`config.mk`:
```
export PLATFORM = sky130hd
export DESIGN_NAME = cpu7_exu_eclwbpipe
export DESIGN_NICKNAME = d
export VERILOG_FILES = /design/src/rtl/cpu7_exu_eclwbpipe.sv
export SDC_FILE = /design/constraint.sdc
export NUM_CORES = 1
export LEC_CHECK = 0
export ABC_AREA = 0
export BUFFER_PORTS_ARGS = -buffer_cell sky130_fd_sc_hd__buf_2
export CORE_MARGIN = 4
export CORE_UTILIZATION = 50
export DETAILED_ROUTE_END_ITERATION = 6
export GPL_ROUTABILITY_DRIVEN = 0
export HOLD_SLACK_MARGIN = 0.15
export PLACE_DENSITY_LB_ADDON = 0.12
export REMOVE_ABC_BUFFERS = 1
export SYNTH_ARGS = -nofsm -noshare
export SYNTH_HDL_FRONTEND = slang
export SYNTH_SLANG_ARGS = --single-unit
```
`constraint.sdc`:
```
create_clock -name clk -period 2.36 [get_ports clk]
set_input_delay 0.354 -clock clk [delete_from_list [all_inputs] [get_ports clk]]
set_output_delay 0.354 -clock clk [all_outputs]
set_load 0.02 [all_outputs]
```
`src/rtl/cpu7_exu_eclwbpipe.sv`:
```
// E->M->W destination / write-enable pipe with load-use detection and a saturating stall counter.
// Optional multi-cycle LSU wait in M is compiled in by defining CPU7_LSU_MULTICYCLE_EN.
module cpu7_exu_eclwbpipe (
    input  logic        clk,
    input  logic        resetn,
    input  logic        valid_e,
    input  logic [4:0]  rd_e,
    input  logic        wen_e,
    input  logic        load_e,
    input  logic        flush_e,
    input  logic [4:0]  rs1_d,
    input  logic [4:0]  rs2_d,
    input  logic        rs1_use_d,
    input  logic        rs2_use_d,
    input  logic        lsu_data_vld_m,
    output logic [4:0]  rd_m,
    output logic [4:0]  rd_w,
    output logic        wen_m,
    output logic        wen_w,
    output logic        load_m,
    output logic        stall_d,
    output logic        stall_e,
    output logic [15:0] lu_cnt
);

    logic        e_live;
    logic        load_use;
    logic        adv_m;
    logic [4:0]  rd_m_q;
    logic [4:0]  rd_w_q;
    logic        wen_m_q;
    logic        wen_w_q;
    logic        load_m_q;
    logic [15:0] lu_cnt_q;
    logic [15:0] lu_cnt_d;

    assign e_live   = valid_e & ~flush_e;
    assign load_use = e_live & load_e & (rd_e != 5'd0) &
                      ((rs1_use_d & (rs1_d == rd_e)) | (rs2_use_d & (rs2_d == rd_e)));

`ifdef CPU7_LSU_MULTICYCLE_EN
    // state    | meaning
    // RUN      | M advances every cycle; a load without data stalls and moves to WAIT_LSU
    // WAIT_LSU | load held in M until lsu_data_vld_m; the exit cycle itself does not stall
    typedef enum logic {
        RUN      = 1'b0,
        WAIT_LSU = 1'b1
    } state_t;

    state_t state_q;
    state_t state_d;
    logic   stall_e_c;

    always_ff @(posedge clk or negedge resetn) begin
        if (!resetn) begin
            state_q <= RUN;
        end else begin
            state_q <= state_d;
        end
    end

    always_comb begin
        state_d   = state_q;
        stall_e_c = 1'b0;
        case (state_q)
            RUN: begin
                if (load_m_q & ~lsu_data_vld_m) begin
                    state_d   = WAIT_LSU;
                    stall_e_c = 1'b1;
                end
            end
            WAIT_LSU: begin
                if (lsu_data_vld_m) begin
                    state_d = RUN;
                end else begin
                    stall_e_c = 1'b1;
                end
            end
            default: state_d = RUN;
        endcase
    end

    assign stall_e = stall_e_c;
`else
    logic unused_lsu_data_vld;
    assign unused_lsu_data_vld = lsu_data_vld_m;
    assign stall_e             = 1'b0;
`endif

    assign adv_m   = ~stall_e;
    assign stall_d = load_use | stall_e;

    // A held M inserts a bubble into W; rd_w keeps its last value.
    always_ff @(posedge clk or negedge resetn) begin
        if (!resetn) begin
            rd_m_q   <= 5'd0;
            wen_m_q  <= 1'b0;
            load_m_q <= 1'b0;
            rd_w_q   <= 5'd0;
            wen_w_q  <= 1'b0;
        end else if (adv_m) begin
            rd_m_q   <= rd_e;
            wen_m_q  <= wen_e & e_live & (rd_e != 5'd0);
            load_m_q <= load_e & e_live;
            rd_w_q   <= rd_m_q;
            wen_w_q  <= wen_m_q;
        end else begin
            wen_w_q  <= 1'b0;
        end
    end

    always_comb begin
        lu_cnt_d = lu_cnt_q;
        if (load_use & ~stall_e & (lu_cnt_q != 16'hFFFF)) begin
            lu_cnt_d = lu_cnt_q + 16'd1;
        end
    end

    always_ff @(posedge clk or negedge resetn) begin
        if (!resetn) begin
            lu_cnt_q <= 16'd0;
        end else begin
            lu_cnt_q <= lu_cnt_d;
        end
    end

    assign rd_m   = rd_m_q;
    assign wen_m  = wen_m_q;
    assign load_m = load_m_q;
    assign rd_w   = rd_w_q;
    assign wen_w  = wen_w_q;
    assign lu_cnt = lu_cnt_q;

endmodule

```
==> results.sh, run 1 <==
export IMPL_status="finished clean"
export IMPL_cts_setup_buffers=0
export IMPL_diodes=0
export IMPL_grt_usage=0.170
export IMPL_leakagePower_nw=0.845
export IMPL_syn_area_per_cell_um2=11.9
export IMPL_synth_edf_count=0
export IMPL_skew_ps=2.97
export IMPL_die_h_um=59.9
export IMPL_crit_fanout=5
export IMPL_numPortBuffers=52
export IMPL_grt_overflow=0
export IMPL_core_um2=2520
export IMPL_ir_worst_vdd_v=0.000456
export IMPL_crit_path_start="rd_e[0]"
export IMPL_tightest_slew_ps=600
export IMPL_cp_start_kind="input port"
export IMPL_yosysWarnings=0
export IMPL_cp_slowest_stage_delay_ps=560
export IMPL_setup_tns_ps=0
export IMPL_fin_cells=201
export IMPL_detail_route_first_pass_iterations=4
export IMPL_maxCapViolCount=0
export IMPL_slowest_stage="or4_4"
export IMPL_routed_via_density=5.26
export IMPL_htree_num_levels=2
export IMPL_yosysMostFrequentCell="dfrtp_1"
export IMPL_cp_num_cells=6
export IMPL_ant_nets=0
export IMPL_fp_dieW_um=59.9
export IMPL_max_slew_margin_rel=0.600
export IMPL_clkTransAtPathRegs_ps=80
export IMPL_cts_root_buffer="clkbuf_4"
export IMPL_async_flop_share=1.00
export IMPL_layout_min_cycle_time_ps=2020
export IMPL_grt_pass1_wl_um=4420
export IMPL_drv_slew=0
export IMPL_crit_path_end_kind="primary output"
export IMPL_clock_latency_ps=320
export IMPL_power_mw=0.935
export IMPL_antenna_found_initial=0
export IMPL_fin_util=0.673
export IMPL_timing_critical_path_mode_cell="buf_2"
export IMPL_hold_slack_ps=192
export IMPL_rsz0062_at_grt="false"
export IMPL_cp_required_ps=2010
export IMPL_worstHoldPathCells=2
export IMPL_tritoncts="built"
export IMPL_crit_chain="buf_2 > or4_4 > o21ai_4 > inv_1 > and2_1 > buf_2"
export IMPL_routed_wl_um=2700
export IMPL_synth_commonest_cells="dfrtp_1 (29), xnor2_1 (25), nand4_1 (10), nand3_1 (9)"
export IMPL_critPathArrivalTime_ps=1660
export IMPL_clock_path_buffers=2
export IMPL_synth_seq_cells=29
export IMPL_dp_hpwl_um=2120
export IMPL_path_class="input port to primary output"
export IMPL_dp_cells=193
export IMPL_setup_viol=0
export IMPL_synth_top_cell_by_area="dfrtp_1"
export IMPL_synth_area_top_cells="dfrtp_1 (54%), xnor2_1 (16%), nand4_1 (4.6%)"
export IMPL_wl_per_cell_um=13.4
export IMPL_yosysTopAreaCellShare=0.539
export IMPL_ys_seq_area_frac=0.539
export IMPL_finalCritPeriodShare=0.855
export IMPL_cts_buffers=5
export IMPL_powerDensity_nw_per_um2=551
export IMPL_grt_max_degree=30
export IMPL_route_detailed_drc=0
export IMPL_start_util=0.534
export IMPL_drive_above_1_share=0.380
export IMPL_crit_family="simple AND/OR/NAND/NOR gates"
export IMPL_area_growth_pct=26.0
export IMPL_nFillCells=208
export IMPL_worstHoldStart="flush_e"
export IMPL_via_count=1057
export IMPL_io_pins=55
export IMPL_r2r_start="lu_cnt[0]"
export IMPL_dieArea_um2=3590
export IMPL_hold_path_class="input port to flop"
export IMPL_num_rows=18
export IMPL_reg2regPathDepth=6
export IMPL_fmax_mhz=496
export IMPL_cp_buffers_inverters=3
export IMPL_synthCells=113
export IMPL_grt_pass1_vias=1028
export IMPL_cts_sinks=29
export IMPL_synth_area_um2=1350
export IMPL_synth_distinct_cells=27
export IMPL_ys_flop_type="dfrtp_1"
export IMPL_final_hold_violation_count=0
export IMPL_drtIter0Drc=37
export IMPL_nets=196
## area by class of cell
class / count / area [um2] / share of cell area
clock buffers: 7 / 55.1 / 0.0324
inverters: 1 / 3.75 / 0.00221
multi-input cells: 80 / 597 / 0.352
flip-flops and latches: 29 / 726 / 0.428
well taps: 30 / 37.5 / 0.0221
repair buffers: 54 / 278 / 0.164
## worst register-to-register path: cells and delay by family (launching register included)
family                   cells  cell delay, ps
adder cells (fa/ha/maj)      1             210
flip-flops                   1             420
AND/OR/NAND/NOR              3             440
multiplexers                 1             290
AO/OA/AOI/OAI                1             170
## kinds of logic (layout without fill, tap and decap cells)
kind of cell | after synthesis | count (layout) | share of synthesized area
other | 1 | 1 | 0.00279
AND/OR/NAND/NOR | 46 | 46 | 0.201
multiplexers | 1 | 1 | 0.0111
adder cells (fa/ha/maj) | 1 | 1 | 0.00929
buffers and inverters | 4 | 62 | 0.0176
flip-flops | 29 | 29 | 0.539
XOR/XNOR | 25 | 25 | 0.163
AO/OA/AOI/OAI | 6 | 6 | 0.0567
## stage by stage
stage / area [um2] / worst slack, ps
final: 1700 / 342
after global routing: 1700 / 297
after detailed placement: 1630 / 341
after CTS: 1700 / 341
after floorplan: 1330 / 633
after global placement: 1630 / 363
## metal layers
layer / vias to the layer above / share of wire / global-route usage
met5: - / 0 / 0
met4: 0 / 0.023 / 0.0854
met3: 8 / 0.072 / 0.0475
met2: 35 / 0.50 / 0.279
met1: 502 / 0.41 / 0.201
li1: 512 / - / -
## registers in the layout, indices dropped and copies added, names as in the netlist
register  count
lu_cnt       16
rd_w          5
load_m        1
wen_w         1
wen_m         1
rd_m          5
## final timing paths
kind                        endpoint  slack [ps]
hold reg to reg              rd_w[0]         370
setup reg to reg           lu_cnt[1]         710
min in group asynchronous      wen_w         570
hold / removal                 wen_m         190
setup / recovery             stall_d         340
max in group asynchronous    rd_m[2]        1390
## layout by cell type, fill, tap and decap left out, types with 2 or more instances in the layout
| cell | synthesis | layout |
|---|---|---|
| nor2_1 | 6 | 6 |
| xnor2_1 | 25 | 25 |
| buf_2 | 1 | 52 |
| and4_1 | 2 | 2 |
| nand2_1 | 6 | 6 |
| nand3_1 | 9 | 9 |
| nand4_1 | 10 | 10 |
| dfrtp_1 | 29 | 29 |
| and3_1 | 6 | 6 |
| clkbuf_4 | 0 | 5 |
## power breakdown
| part | internal, mW | switching [mW] | total [mW] |
|---|---|---|---|
| Clock | 0.140 | 0.152 | 0.293 |
| Sequential | 0.512 | 0.0108 | 0.523 |
| Combinational | 0.0495 | 0.0694 | 0.119 |
## timing repair
action	4_1_cts	5_1_grt
hold buffers	1	0
endpoints found under the setup margin	0	0
gates resized for setup	0	0
hold endpoints to repair	29	0
Note: power is estimated with default switching activity, not from simulation.
==> run 2: changes to the inputs <==
- BUFFER_PORTS_ARGS: -buffer_cell sky130_fd_sc_hd__buf_2 -> unset
- DONT_BUFFER_PORTS: unset -> 1
- PLACE_DENSITY: unset -> 0.77
- PLACE_DENSITY_LB_ADDON: 0.12 -> unset
==> run 2 against run 1 <==
Net effect:
- maximum frequency rose by 12%
- total power rose by 2.4%
- highest routed layer unchanged
- sequential share of layout area rose by 4.3 points
- flip-flop and latch count did not move
- largest cell class unchanged
==> results.sh, run 2 (synthesis gave the netlist of run 1 again) <==
export IMPL_worstHoldPathCells=1
export IMPL_tritoncts="built"
export IMPL_skew_ps=7.77
export IMPL_regToRegSetupSlack_ps=570
export IMPL_layout_commonest_cell="dfrtp_1"
export IMPL_io_pins=55
export IMPL_fp_dieW_um=59.9
export IMPL_via_count=933
export IMPL_fin_util=0.611
export IMPL_largest_reg_flops=16
export IMPL_ir_worst_vdd_v=0.000491
export IMPL_rsz0062_at_grt="false"
export IMPL_numPortBuffers=0
export IMPL_fmax_mhz=556
export IMPL_clock_path_buffers=2
export IMPL_routed_wl_um=2740
export IMPL_cts_root_buffer="clkbuf_4"
export IMPL_r2r_end="lu_cnt[1]"
export IMPL_cp_slowest_stage_delay_ps=550
export IMPL_worstHoldStart="valid_e"
export IMPL_fin_cells=158
export IMPL_die_h_um=59.9
export IMPL_critPathArrivalTime_ps=1440
export IMPL_clkTransAtPathRegs_ps=90
export IMPL_grt_pass1_wl_um=4680
export IMPL_multiInputGateArea_um2=597
export IMPL_final_hold_violation_count=0
export IMPL_fin_area_um2=1540
export IMPL_grt_pass1_vias=942
export IMPL_hold_path_class="input port to flop"
export IMPL_grt_usage=0.179
export IMPL_core_um2=2520
export IMPL_routed_via_density=5.91
export IMPL_status="finished clean"
export IMPL_power_mw=0.957
export IMPL_crit_fanout=5
export IMPL_cts_repair_resized=0
export IMPL_grt_max_degree=30
export IMPL_detail_route_first_pass_iterations=4
export IMPL_powerDensity_nw_per_um2=621
export IMPL_layout_min_cycle_time_ps=1800
export IMPL_drv_slew=0
export IMPL_drtIter0Drc=47
export IMPL_reg2regPathDepth=6
export IMPL_crit_path_end_kind="primary output"
export IMPL_cts_setup_buffers=0
export IMPL_crit_family="simple AND/OR/NAND/NOR gates"
export IMPL_area_growth_pct=14.5
export IMPL_dp_cells=141
export IMPL_slowest_stage="or4_4"
export IMPL_wl_per_cell_um=17.4
export IMPL_nets=152
export IMPL_clock_latency_ps=330
export IMPL_final_cell_mix="dfrtp_1 (29), xnor2_1 (25), nand4_1 (10)"
export IMPL_htree_num_levels=2
export IMPL_ant_nets=0
export IMPL_diodes=0
export IMPL_route_detailed_drc=0
export IMPL_dpl_cell_area_um2=1370
export IMPL_nFillCells=213
export IMPL_dieArea_um2=3590
export IMPL_regArea_um2=726
export IMPL_cp_start_kind="input port"
export IMPL_cts_buffers=5
export IMPL_drive_above_1_share=0.125
export IMPL_r2r_start="lu_cnt[0]"
export IMPL_crit_chain="or4_4 > o21ai_4 > inv_1 > and2_1"
export IMPL_leakagePower_nw=0.659
export IMPL_maxCapViolCount=0
export IMPL_grt_overflow=0
export IMPL_start_util=0.534
export IMPL_cts_sinks=29
export IMPL_cp_buffers_inverters=1
export IMPL_num_rows=18
export IMPL_finalCritPeriodShare=0.761
export IMPL_setup_viol=0
export IMPL_path_class="input port to primary output"
export IMPL_cp_required_ps=2010
export IMPL_setup_tns_ps=0
export IMPL_antenna_found_initial=0
export IMPL_hold_end="load_m"
export IMPL_postCtsHoldBufs=9
## run 2: metal layers
| metal | track usage | wire (um) |
|---|---|---|
| met1 | 0.209 | 1050 |
| met2 | 0.285 | 1410 |
| met3 | 0.0778 | 236 |
| met4 | 0.0759 | 52 |
| met5 | 0 | 0 |
## run 2: power by group
group,total (mW),internal (mW),switching [mW],leakage (nW)
Combinational,0.0690,0.0371,0.0319,0.238
Clock,0.340,0.172,0.167,0.0413
Sequential,0.548,0.512,0.0357,0.380
## run 2: per-stage QoR
| step | setup WS [ps] | hold WS (ps) |
|---|---|---|
| 2_1_floorplan | 633 | 58.4 |
| 3_3_place_gp | 565 | 59.1 |
| 3_5_place_dp | 563 | 59.1 |
| 4_1_cts | 563 | 243 |
| 5_1_grt | 449 | 248 |
| 6_report | 563 | 258 |
## run 2: cell type report
cell class	instances	share of cell area
Sequential cell	29	0.471
Multi-Input combinational cell	80	0.387
Timing Repair Buffer	10	0.0698
Clock buffer	7	0.0422
Tap cell	30	0.0244
Clock inverter	1	0.00325
Inverter	1	0.00244
## run 2: worst max-delay path by stage
stage / startpoint / to / slack [ps] / cells after the start
global route: lu_cnt[4] / lu_cnt[15] / 450 / 5
global placement: rd_e[0] / stall_d / 570 / 4
floorplan: rd_e[0] / stall_d / 630 / 4
CTS: rd_e[0] / stall_d / 560 / 4
detailed placement: rd_e[0] / stall_d / 560 / 4
finish: rd_e[0] / stall_d / 560 / 4
